--- src/rtl/vscale_fetch_redirect_ctrl_pkg.sv ---
// vscale_fetch_redirect_ctrl_pkg: PC select codes, fetch FSM states and redirect ranks
package vscale_fetch_redirect_ctrl_pkg;
  localparam logic [2:0] PC_PLUS_FOUR = 3'd0;
  localparam logic [2:0] PC_BRANCH_TARGET = 3'd1;
  localparam logic [2:0] PC_JAL_TARGET = 3'd2;
  localparam logic [2:0] PC_JALR_TARGET = 3'd3;
  localparam logic [2:0] PC_REPLAY = 3'd4;
  localparam logic [2:0] PC_HANDLER = 3'd5;
  localparam logic [2:0] PC_EPC = 3'd6;
  typedef enum logic [1:0] {
    FETCH_ST_BOOT,
    FETCH_ST_RUN,
    FETCH_ST_PEND,
    FETCH_ST_APPLY
  } fetch_st_e;
  typedef enum logic [2:0] {
    RANK_NONE,
    RANK_BRANCH,
    RANK_JAL,
    RANK_JALR,
    RANK_EPC,
    RANK_EXC
  } rank_e;
endpackage

--- src/rtl/vscale_fetch_redirect_ctrl_prio.sv ---
// vscale_redirect_prio: priority encoder from redirect requests to PC select, rank and any-redirect
module vscale_redirect_prio
  import vscale_fetch_redirect_ctrl_pkg::*;
(
  input  logic       exc_req,
  input  logic       eret_req,
  input  logic       jalr_req,
  input  logic       jal_req,
  input  logic       branch_taken,
  input  logic       stall_IF,
  output logic [2:0] pc_src_sel,
  output rank_e      rank,
  output logic       any_redirect
);
  always_comb begin
    rank = exc_req ? RANK_EXC : eret_req ? RANK_EPC : jalr_req ? RANK_JALR :
           jal_req ? RANK_JAL : branch_taken ? RANK_BRANCH : RANK_NONE;
    pc_src_sel = exc_req ? PC_HANDLER : eret_req ? PC_EPC : jalr_req ? PC_JALR_TARGET :
                 jal_req ? PC_JAL_TARGET : branch_taken ? PC_BRANCH_TARGET :
                 stall_IF ? PC_REPLAY : PC_PLUS_FOUR;
    any_redirect = rank != RANK_NONE;
  end
endmodule

--- src/rtl/vscale_fetch_redirect_ctrl.sv ---
// vscale_fetch_redirect_ctrl: fetch PC source sequencer that holds redirects raised during imem waits
module vscale_fetch_redirect_ctrl
  import vscale_fetch_redirect_ctrl_pkg::*;
#(
  parameter int                 XPR_LEN          = 32,
  parameter int                 PC_SRC_SEL_WIDTH = 3,
  parameter logic [XPR_LEN-1:0] RESET_PC         = 'h200
) (
  input  logic                        clk,
  input  logic                        reset_n,
  input  logic                        exc_req,
  input  logic                        eret_req,
  input  logic                        jalr_req,
  input  logic                        jal_req,
  input  logic                        branch_taken,
  input  logic                        stall_IF,
  input  logic                        imem_wait,
  input  logic [XPR_LEN-1:0]          target_p,
  output logic [PC_SRC_SEL_WIDTH-1:0] PC_src_sel,
  output logic                        pc_override_valid,
  output logic [XPR_LEN-1:0]          pc_override,
  output logic                        kill_IF,
  output logic                        redirect_pending,
  output logic [7:0]                  redirect_drop_cnt
);
  fetch_st_e          state_q, state_d;
  rank_e              rank_q, rank_d, rank;
  logic [XPR_LEN-1:0] tgt_q, tgt_d;
  logic [7:0]         cnt_q, cnt_d;
  logic [2:0]         sel;
  logic               any;
  vscale_redirect_prio u_prio (
    .exc_req      (exc_req),
    .eret_req     (eret_req),
    .jalr_req     (jalr_req),
    .jal_req      (jal_req),
    .branch_taken (branch_taken),
    .stall_IF     (stall_IF),
    .pc_src_sel   (sel),
    .rank         (rank),
    .any_redirect (any)
  );
  always_comb begin
    state_d = state_q;
    rank_d = rank_q;
    tgt_d = tgt_q;
    cnt_d = cnt_q;
    PC_src_sel = PC_SRC_SEL_WIDTH'(state_q == FETCH_ST_BOOT ? PC_REPLAY : sel);
    pc_override_valid = 1'b0;
    kill_IF = any;
    case (state_q)
      FETCH_ST_BOOT: begin
        pc_override_valid = 1'b1;
        kill_IF = 1'b1;
        state_d = imem_wait ? FETCH_ST_BOOT : FETCH_ST_RUN;
      end
      FETCH_ST_PEND: begin
        kill_IF = 1'b1;
        if (rank > rank_q) begin
          tgt_d = target_p;
          rank_d = rank;
        end
        if (rank > rank_q || exc_req) cnt_d = cnt_q + 8'(cnt_q != 8'hFF);
        state_d = imem_wait ? FETCH_ST_PEND : FETCH_ST_APPLY;
      end
      default: begin
        if (state_q == FETCH_ST_APPLY) begin
          pc_override_valid = !(any && !imem_wait);
          kill_IF = 1'b1;
        end
        if (any && imem_wait) begin
          tgt_d = target_p;
          rank_d = rank;
        end
        state_d = (any && imem_wait) ? FETCH_ST_PEND : FETCH_ST_RUN;
      end
    endcase
  end
  assign pc_override = tgt_q;
  assign redirect_pending = state_q == FETCH_ST_PEND;
  assign redirect_drop_cnt = cnt_q;
  always_ff @(posedge clk) begin
    if (!reset_n) begin
      state_q <= FETCH_ST_BOOT;
      rank_q <= RANK_NONE;
      tgt_q <= RESET_PC;
      cnt_q <= 8'd0;
    end else begin
      state_q <= state_d;
      rank_q <= rank_d;
      tgt_q <= tgt_d;
      cnt_q <= cnt_d;
    end
  end
endmodule
--- config.mk ---
export PLATFORM = sky130hd
export DESIGN_NAME = vscale_fetch_redirect_ctrl
export DESIGN_NICKNAME = d
export VERILOG_FILES = /design/src/rtl/vscale_fetch_redirect_ctrl_pkg.sv /design/src/rtl/vscale_fetch_redirect_ctrl_prio.sv /design/src/rtl/vscale_fetch_redirect_ctrl.sv
export SDC_FILE = /design/constraint.sdc
export NUM_CORES = 1
export LEC_CHECK = 0
export CAP_MARGIN = 20
export CORE_MARGIN = 3
export CORE_UTILIZATION = 44
export CTS_CLUSTER_SIZE = 24
export DETAILED_ROUTE_END_ITERATION = 16
export GPL_ROUTABILITY_DRIVEN = 0
export GPL_TIMING_DRIVEN = 0
export PLACE_DENSITY = 0.8
export SYNTH_ARGS = -nofsm -noshare
export SYNTH_HDL_FRONTEND = slang
export SYNTH_HIERARCHICAL = 1
export SYNTH_SLANG_ARGS = --single-unit
--- constraint.sdc ---
create_clock -name clk -period 3.3 [get_ports clk]
set_input_delay 0.99 -clock clk [delete_from_list [all_inputs] [get_ports clk]]
set_output_delay 0.99 -clock clk [all_outputs]
set_load 0.05 [all_outputs]
==> results.yml, run 1 <==
cts:
  clockBufferDepth: 2
  cts_buffers: 5
  cts_root_buf: "clkbuf_8"
  insertion_delay_ns: 0.31
  cts_tree: "done"
  h-tree-depth: 2
  ctsHoldBuffers: 0
  cts.clk_slew.worst_paths_ns: 0.08
  clock-sinks: 45
drt:
  drc: 0
  ant_nets: 0
  wire_per_inst_um: 13.3
  drt-pass1-iter-count: 4
  drt-total-wl_mm: 5.61
  vias: 2113
  drt_iter0_drc: 102
  viasPerCell: 5.00
power:
  ir_worst_vdd_uv: 234
  p_leak_nw: 1.46
  p_per_area_nw_per_um2: 411
timing:
  report.final.slew_viol_count: 0
  whs_ns: 0.460
  period_minus_slack_ns: 3.23
  relSlewSlack_pct: 63.6
  setup_viol: 0
  fin_skew_ns: 0.00608
  post-route-period-util_pct: 97.8
  worstMarginPinSlew_ns: 0.544
  rsz0062_at_grt: "no"
  fmax_mhz: 310
  hold_violations: 0
layout:
  final_cells: 423
  fin_util_pct: 68.6
  final_area_sq_um: 3330
  regArea_sq_um: 901
  fill_cells: 400
  fin_nets: 401
  multi_input_area_sq_um: 1210
  drive_gt1_share_pct: 8.15
  synthToLayoutAreaGrowth_pct: 47.5
  antennaDiodeCount: 0
global_route:
  grt_remaining_overflow: 0
  grt_max_degree: 15
  grt_usage_pct: 19.6
  antenna_found_initial: 0
  grt_pass1_wl_mm: 9.58
  grt_pass1_vias: 2163
setup_path:
  regToRegSetupSlack_ns: 1.08
  critical_path_required_ns: 2.31
  rr_worst_depth: 8
  cp-end-kind: "primary output"
  rr_startpoint: "redirect_drop_cnt[3]"
  crit_type: "in -> out"
  crit_path_start_kind: "input port"
  r2r_end: "redirect_drop_cnt[4]"
  worstPathMaxFanout: 3
  arrival_ns: 2.24
logic_synthesis:
  syn_area_per_cell_sq_um: 8.64
  ys_seq_area_share_pct: 40.0
  ys_ff_latch: 45
  async_reset_ff_share_pct: 0
  synth_edf_count: 0
  synthCells: 261
  synth_fp_nets: 307
  synth_cell_types: 39
  yosysWarnings: 6
  ys.flop_type: "dfxtp_1"
  syn-cell-area_sq_um: 2250
die:
  initial_utilization_pct: 46.5
  ios: 87
  chipWidth_um: 77.6
  row_count: 25
  fp.coreArea_sq_um: 4850
  die_h_um: 77.6
  dieArea_sq_um: 6020
placed_design:
  hpwl_mm: 4.15
  placed_cell_area_sq_um: 3200
  dpl.cell_count: 414
  numPortBuffers: 86
min_path:
  hp-start: "pc_override[1]"
  hold_path_depth: 2
  min_to: "pc_override[1]"
  hold_class: "reg -> reg"
status:
  status: "finished clean"
job:
  drv_cap: 0
[final cells by class]
cell class	count	area share [%]
multi-input combinational	191	36.5
sequential	45	27.1
timing repair buffer	87	25.7
buffer	15	3.54
tap	67	2.52
clock buffer	6	2.48
clock inverter	2	1.13
inverter	10	1.13
[flip-flops by register name, summed over array words and instances (netlist names), named ones only]
register and cells:
redirect_drop_cnt 8, state_q 1, rank_q 3, pc_override 32
[how the worst max path moves through the flow]
stage	startpoint	to	slack (ns)	cells after the start
2_1_floorplan	exc_req	pc_override_valid	0.20	5
3_5_place_dp	exc_req	kill_IF	-0.81	7
6_report	eret_req	kill_IF	0.07	7
4_1_cts	exc_req	kill_IF	0.05	7
3_3_place_gp	exc_req	kill_IF	-0.81	7
5_1_grt	eret_req	kill_IF	0.008	7
[layout by cell type, fill, tap and decap left out, types with 2 or more instances in the layout]
cell,netlist,final
nand2_1,82,82
clkdlybuf4s50_1,0,76
dfxtp_1,45,45
mux2i_1,39,39
nor2_1,10,10
inv_1,9,9
clkbuf_1,9,9
clkbuf_8,0,6
o211ai_1,5,5
a21oi_1,5,5
ha_1,5,5
nand3_1,4,4
nand4b_1,4,4
dlygate4sd2_1,0,4
nand3b_1,3,3
buf_12,3,3
buf_2,1,3
nor3_1,3,3
o311ai_0,3,3
buf_4,1,3
nand4_1,2,2
or3_1,2,2
nand2b_4,1,2
o21ai_0,2,2
nor2b_1,2,2
or2_2,2,2
buf_6,1,2
and2_1,2,2
and3_1,2,2
a31oi_1,2,2
[Yosys cell counts (2+ instances only)]
cell type | n | area share (%)
mux2i_1 | 39 | 17
dfxtp_1 | 45 | 40
ha_1 | 5 | 2.8
nor2b_1 | 2 | 0.55
and2_1 | 2 | 0.55
nand4b_1 | 4 | 1.6
or3_1 | 2 | 0.55
buf_12 | 3 | 2.7
and3_1 | 2 | 0.55
o21ai_0 | 2 | 0.44
nor3_1 | 3 | 0.67
o211ai_1 | 5 | 1.7
nand2_1 | 82 | 14
a31oi_1 | 2 | 0.55
nand4_1 | 2 | 0.55
inv_1 | 9 | 1.5
clkbuf_1 | 9 | 1.5
o311ai_0 | 3 | 1.2
nor2_1 | 10 | 1.7
nand3b_1 | 3 | 1.0
or2_2 | 2 | 0.55
a21oi_1 | 5 | 1.1
nand3_1 | 4 | 0.89
[layer usage]
layer	share of wire (%)	GRT usage (%)	vias up
met1	41	21.4	969
met5	0	0	-
met4	1.2	6.23	0
li1	-	-	1067
met2	48	33.6	69
met3	10	8.93	8
[per-stage QoR]
step / setup WS [ns] / power, mW / TNS [ns]
2_1_floorplan: 0.199 / 0.807 / 0
3_3_place_gp: -0.810 / 0.933 / -3.07
3_5_place_dp: -0.811 / 0.936 / -3.49
4_1_cts: 0.0504 / 1.38 / 0
5_1_grt: 0.00836 / 1.42 / 0
6_report: 0.0724 / 1.37 / 0
[worst max-delay path, cell delays in order]
cell and delay, ns:
dlygate4sd2_1 0.26, or2_4 0.26, nand2b_4 0.15, inv_1 0.07, nand2_1 0.06, or2_2 0.29
buf_6 0.16
[cells by family (layout without fill, tap and decap cells)]
group	after synthesis	after routing	synth area share [%]
compound gates	22	22	7.49
flops	45	45	40.0
mux	39	39	17.3
buf+inv	25	120	6.88
fa+ha+maj	5	5	2.77
simple gates	125	125	25.6
[report_power, final]
group          internal (mW)  total (mW)  leakage [nW]  switching [mW]
combinational          0.142       0.332          1.04           0.190
sequential             0.571       0.589         0.366          0.0186
clock                  0.246       0.445        0.0574           0.198
[repair_timing]
item                       4_1_cts  5_1_grt
buffers inserted                 1        0
pin swaps                        2        0
setup endpoints to repair        5        1
hold endpoints to repair         0        0
gates resized for setup         34        1
Power figures use the tool's default switching activity.
==> run 2, diff against run 1 <==
--- a/config.mk
+++ b/config.mk
@@ -7,12 +7,12 @@
 export LEC_CHECK = 0
 export CAP_MARGIN = 20
 export CORE_MARGIN = 3
-export CORE_UTILIZATION = 44
+export CORE_UTILIZATION = 39
 export CTS_CLUSTER_SIZE = 24
 export DETAILED_ROUTE_END_ITERATION = 16
 export GPL_ROUTABILITY_DRIVEN = 0
 export GPL_TIMING_DRIVEN = 0
-export PLACE_DENSITY = 0.8
+export PLACE_DENSITY = 0.75
 export SYNTH_ARGS = -nofsm -noshare
 export SYNTH_HDL_FRONTEND = slang
 export SYNTH_HIERARCHICAL = 1
==> constraint.sdc (replaced) <==
create_clock -name clk -period 2.7 [get_ports clk]
set_input_delay 0.81 -clock clk [delete_from_list [all_inputs] [get_ports clk]]
set_output_delay 0.81 -clock clk [all_outputs]
set_load 0.05 [all_outputs]
==> run 2 against run 1 <==
Net effect: combinational power grew 23%; sequential power up 22%; critical path type unchanged; critical endpoint unchanged; clock power rose by 16%; via count grew 0.71%; largest cell class unchanged; design area increased by 0.45%; die area up 12%; clock skew shrank 0.00069 ns; total power grew 20%; clock-buffer cell count grew 1.
==> results.yml, run 2 (synthesis gave the netlist of run 1 again) <==
placed_design:
  hpwl_mm: 4.12
  pre_cts_slack_ns: -1.06
  placed_cell_area_sq_um: 3210
  dpl.cell_count: 419
  numPortBuffers: 86
power:
  switchingPower_mw: 0.468
  intPower_mw: 1.17
  switching_share_pct: 28.5
  p_leak_nw: 1.47
  p_per_area_nw_per_um2: 492
  clockPowerShare_pct: 31.4
  pwr-share-comb_pct: 24.8
  ir_worst_vdd_uv: 322
  p_seq_share_pct: 43.9
  p_total_mw: 1.64
setup_path:
  critPathMostFrequentCell: "or2_4"
  crit_type: "in -> out"
  max_stage_delay_ns: 0.24
  worstPathMaxFanout: 5
  critical_path_required_ns: 1.89
  critPathSlowestCell: "or2_4"
  crit_path_start_kind: "input port"
  path_buf_inv: 3
  path_delay_family: "simple AND/OR/NAND/NOR gates"
  arrival_ns: 1.83
  path_cells: "buf_2 > or2_4 > nand2b_4 > inv_2 > nand2_2 > or2_4 > buf_8"
  cp-end-kind: "primary output"
timing:
  setup_viol: 0
  hold_violations: 0
  setup_tns_ns: 0
  fmax_mhz: 379
  rsz0062_at_grt: "no"
  worstMarginPinSlew_ns: 0.531
  relSlewSlack_pct: 64.5
  period_minus_slack_ns: 2.64
  whs_ns: 0.459
  fin_ws_ns: 0.0613
  report.final.slew_viol_count: 0
  post-route-period-util_pct: 97.7
  fin_skew_ns: 0.00538
job:
  drv_cap: 0
global_route:
  grt_max_degree: 14
  grt_pass1_wl_mm: 9.14
  grt_usage_pct: 17.1
  grt_pass1_vias: 2014
  grt_remaining_overflow: 0
  antenna_found_initial: 0
drt:
  drt-total-wl_mm: 5.50
  ant_nets: 0
  drt-pass1-iter-count: 4
  drt_iter0_drc: 59
  wire_per_inst_um: 12.8
  viasPerCell: 4.96
  vias: 2128
  drc: 0
layout:
  antennaDiodeCount: 0
  final_cells: 429
  fin_nets: 402
  mostFrequentLayoutCells: "81 x nand2_1, 76 x clkdlybuf4s50_1, 45 x dfxtp_1"
  largest_register_ffs: 32
  synthToLayoutAreaGrowth_pct: 48.2
  fin_util_pct: 60.3
  fill_cells: 519
  final_area_sq_um: 3340
  drive_gt1_share_pct: 10.4
  layout_commonest_cell: "nand2_1"
die:
  fp.coreArea_sq_um: 5540
  die_h_um: 82.0
  initial_utilization_pct: 40.7
  dieArea_sq_um: 6730
  chipWidth_um: 82.0
  ios: 87
  row_count: 27
cts:
  cts_buffers: 5
  clockBufferDepth: 2
  insertion_delay_ns: 0.28
  cts_root_buf: "clkbuf_8"
  cts.clk_slew.worst_paths_ns: 0.08
  clock-sinks: 45
  ctsHoldBuffers: 0
  cts_tree: "done"
  h-tree-depth: 2
min_path:
  hold_class: "reg -> reg"
status:
  status: "finished clean"
==> run 2: cell types whose count changed in the layout (fill, tap and decap cells not counted), sizes merged <==
cell and delta:
buf +3, clkbuf +4, clkdlybuf4s15 -1, clkinvlp -1, dlygate4sd2 -4
==> run 2: cell type report <==
cell class,instances,area (sq um),area share [%]
clock inverters,1,30.0,0.899
well taps,72,90.1,2.70
clock buffers,7,86.3,2.58
multi-input cells,191,1220,36.6
flip-flops and latches,45,901,27.0
inverters,10,37.5,1.12
plain buffers,15,124,3.71
repair buffers,88,851,25.5
==> run 2: layer usage <==
metal  part of all wire (%)  GRT usage (%)
met4                   0.44           3.99
met2                     49           29.6
met5                      0              0
met1                     43           21.0
met3                    7.5           4.71
==> run 2: final timing paths <==
| kind | startpoint | end | slack [ns] | depth (start not counted) |
|---|---|---|---|---|
| max | exc_req | kill_IF | 0.06 | 7 |
| min | pc_override[21] | pc_override[21] | 0.46 | 2 |
| max reg2reg | redirect_drop_cnt[2] | redirect_drop_cnt[4] | 0.49 | 8 |
| min reg2reg | pc_override[21] | pc_override[21] | 0.46 | 2 |
==> run 2: power by group through the flow <==
stage          combinational [mW]  clock [mW]  sequential (mW)
4_1_cts                     0.411       0.537            0.720
3_3_place_gp                0.407           0            0.735
6_report                    0.407       0.515            0.720
2_1_floorplan               0.150           0            0.837
5_1_grt                     0.435       0.561            0.726
3_5_place_dp                0.410           0            0.735
==> run 2: worst min-delay path, delay by kind of cell, from the launching register on <==
kind | cells | cell delay (ns)
flip-flops | 1 | 0.31
AND/OR/NAND/NOR | 1 | 0.05
multiplexers | 1 | 0.05
==> run 2: timing repair <==
action / 4_1_cts / 5_1_grt
pin swaps: 3 / 2
buffers inserted: 2 / 0
gates resized for setup: 48 / 5
endpoints found under the setup margin: 41 / 9
gates cloned: 0 / 0
==> run 3, diff against run 2 <==
--- a/config.mk
+++ b/config.mk
@@ -7,12 +7,14 @@
 export LEC_CHECK = 0
 export CAP_MARGIN = 20
 export CORE_MARGIN = 3
-export CORE_UTILIZATION = 39
+export CORE_UTILIZATION = 56
+export CTS_BUF_LIST = sky130_fd_sc_hd__clkbuf_16
 export CTS_CLUSTER_SIZE = 24
 export DETAILED_ROUTE_END_ITERATION = 16
+export DONT_BUFFER_PORTS = 1
 export GPL_ROUTABILITY_DRIVEN = 0
 export GPL_TIMING_DRIVEN = 0
-export PLACE_DENSITY = 0.75
+export PLACE_DENSITY = 0.74
 export SYNTH_ARGS = -nofsm -noshare
 export SYNTH_HDL_FRONTEND = slang
 export SYNTH_HIERARCHICAL = 1
==> run 3 against run 2 <==
Net effect: via count down 18%; highest routed layer unchanged; largest cell class unchanged; first-iteration DRC count rose by 83%; critical endpoint unchanged; setup slack improved by 0.098 ns; largest power group unchanged; combinational power is 58% lower; critical path depth down 2; register-to-register slack worse by 0.17 ns; flip-flop and latch count stayed put.
==> results.yml, run 3 (synthesis gave the netlist of run 1 again) <==
layout:
  antennaDiodeCount: 0
  fin_nets: 314
  drive_gt1_share_pct: 9.67
  mostFrequentLayoutCells: "82 x nand2_1, 41 x dfxtp_1, 39 x mux2i_1"
  synthToLayoutAreaGrowth_pct: 10.5
  final_cells: 317
  layout_commonest_cell: "nand2_1"
  largest_register_ffs: 32
global_route:
  grt_max_degree: 14
  grtUsageMet1_pct: 23.2
  grt_pass1_wl_mm: 7.82
  grt_remaining_overflow: 0
  grt_most_used_layer: "met2"
  grt_util_met2_pct: 32.3
  antenna_found_initial: 0
  grt_pass1_vias: 1743
  met3_usage_pct: 8.12
  grt_usage_pct: 19.5
die:
  die_h_um: 69.5
  ios: 87
  initial_utilization_pct: 59.8
  row_count: 22
  chipWidth_um: 69.5
  dieArea_sq_um: 4820
  fp.coreArea_sq_um: 3770
cts:
  h-tree-depth: 2
  cts_tree: "done"
  cts.clk_slew.worst_paths_ns: 0.06
  clock-sinks: 45
  cts_buffers: 5
  clockBufferDepth: 2
  cts_root_buf: "clkbuf_16"
  cts_setup_buffers: 0
  insertion_delay_ns: 0.28
setup_path:
  regToRegSetupSlack_ns: 0.32
  arrival_ns: 1.73
  crit_type: "in -> out"
  worstPathMaxFanout: 5
  rr_worst_depth: 8
  rr_startpoint: "redirect_drop_cnt[2]"
  cp-end-kind: "primary output"
  crit_path_start_kind: "input port"
  r2r_end: "redirect_drop_cnt[4]"
  critical_path_required_ns: 1.89
power:
  p_leak_nw: 1.15
  p_per_area_nw_per_um2: 670
  ir_worst_vdd_uv: 583
  p_total_mw: 1.67
min_path:
  hold_class: "reg -> reg"
  hold_path_depth: 2
  min_to: "rank_q[2]"
  hp-start: "rank_q[2]"
placed_design:
  numPortBuffers: 0
  hpwl_mm: 3.47
  dpl.cell_count: 309
drt:
  drt_iter0_drc: 108
  vias: 1753
  ant_nets: 0
  viasPerCell: 5.53
  drc: 0
  drt-total-wl_mm: 4.62
  wire_per_inst_um: 14.6
  drt-pass1-iter-count: 4
status:
  status: "finished clean"
timing:
  setup_viol: 0
  report.final.slew_viol_count: 0
  worstMarginPinSlew_ns: 0.933
  relSlewSlack_pct: 37.7
  rsz0062_at_grt: "no"
  post-route-period-util_pct: 94.1
  fmax_mhz: 394
  hold_violations: 0
  fin_skew_ns: 0.00312
  period_minus_slack_ns: 2.54
job:
  drv_cap: 0
## run 3: worst max-delay path by stage
stage                               startpoint                   end  slack (ns)  cells after the start
after floorplan                        jal_req         PC_src_sel[0]        0.06                      3
after global placement            branch_taken  redirect_drop_cnt[4]       -0.01                     10
final                                  exc_req               kill_IF        0.16                      5
after CTS                              jal_req         PC_src_sel[0]      0.0005                      3
after global routing      redirect_drop_cnt[2]  redirect_drop_cnt[4]        0.09                      8
after detailed placement          branch_taken  redirect_drop_cnt[4]       -0.04                     10
## run 3: worst max-delay path, cell delays in order
cell and delay, ns:
or2_4 0.26, nand2b_1 0.19, inv_1 0.09, nand2_1 0.07
or2_4 0.32
## run 3: repair_timing
action | in CTS | in global routing
cloned | 0 | 0
hold buffers | 0 | 0
gates resized for setup | 1 | 5
setup endpoints to repair | 1 | 4
hold endpoints to repair | 0 | 0
## run 3: final cells by class
| cell class | instances | area, sq um |
|---|---|---|
| plain buffers | 15 | 118 |
| inverters | 10 | 37.5 |
| multi-input cells | 191 | 1210 |
| well taps | 48 | 60.1 |
| flip-flops and latches | 45 | 906 |
| clock inverters | 3 | 37.5 |
| fillers | 334 | 1280 |
| clock buffers | 5 | 125 |
## run 3: where the power goes
group          total (mW)  switching (mW)  internal, mW
combinational       0.172          0.0988        0.0737
clock               0.667           0.237         0.430
sequential          0.830           0.131         0.699
total                1.67           0.467          1.20
## run 3: through the flow
| stage | util (%) | worst slack, ns | hold slack [ns] | setup TNS [ns] | area [sq um] |
|---|---|---|---|---|---|
| after floorplan | - | 0.0588 | 0.438 | 0 | 2260 |
| after global placement | 61.5 | -0.0141 | 0.446 | -0.0141 | 2320 |
| after detailed placement | 61.5 | -0.0428 | 0.459 | -0.0428 | 2320 |
| final | 66.1 | 0.159 | 0.464 | 0 | 2490 |
| after CTS | 65.8 | 0.000525 | 0.469 | 0 | 2480 |
| after global routing | 66.1 | 0.0905 | 0.490 | 0 | 2490 |
## run 3: layer usage
metal | wire length (um) | up-vias
met5 | 0 | -
met4 | 39 | 0
met3 | 437 | 4
met2 | 2260 | 62
met1 | 1880 | 792
li1 | - | 895
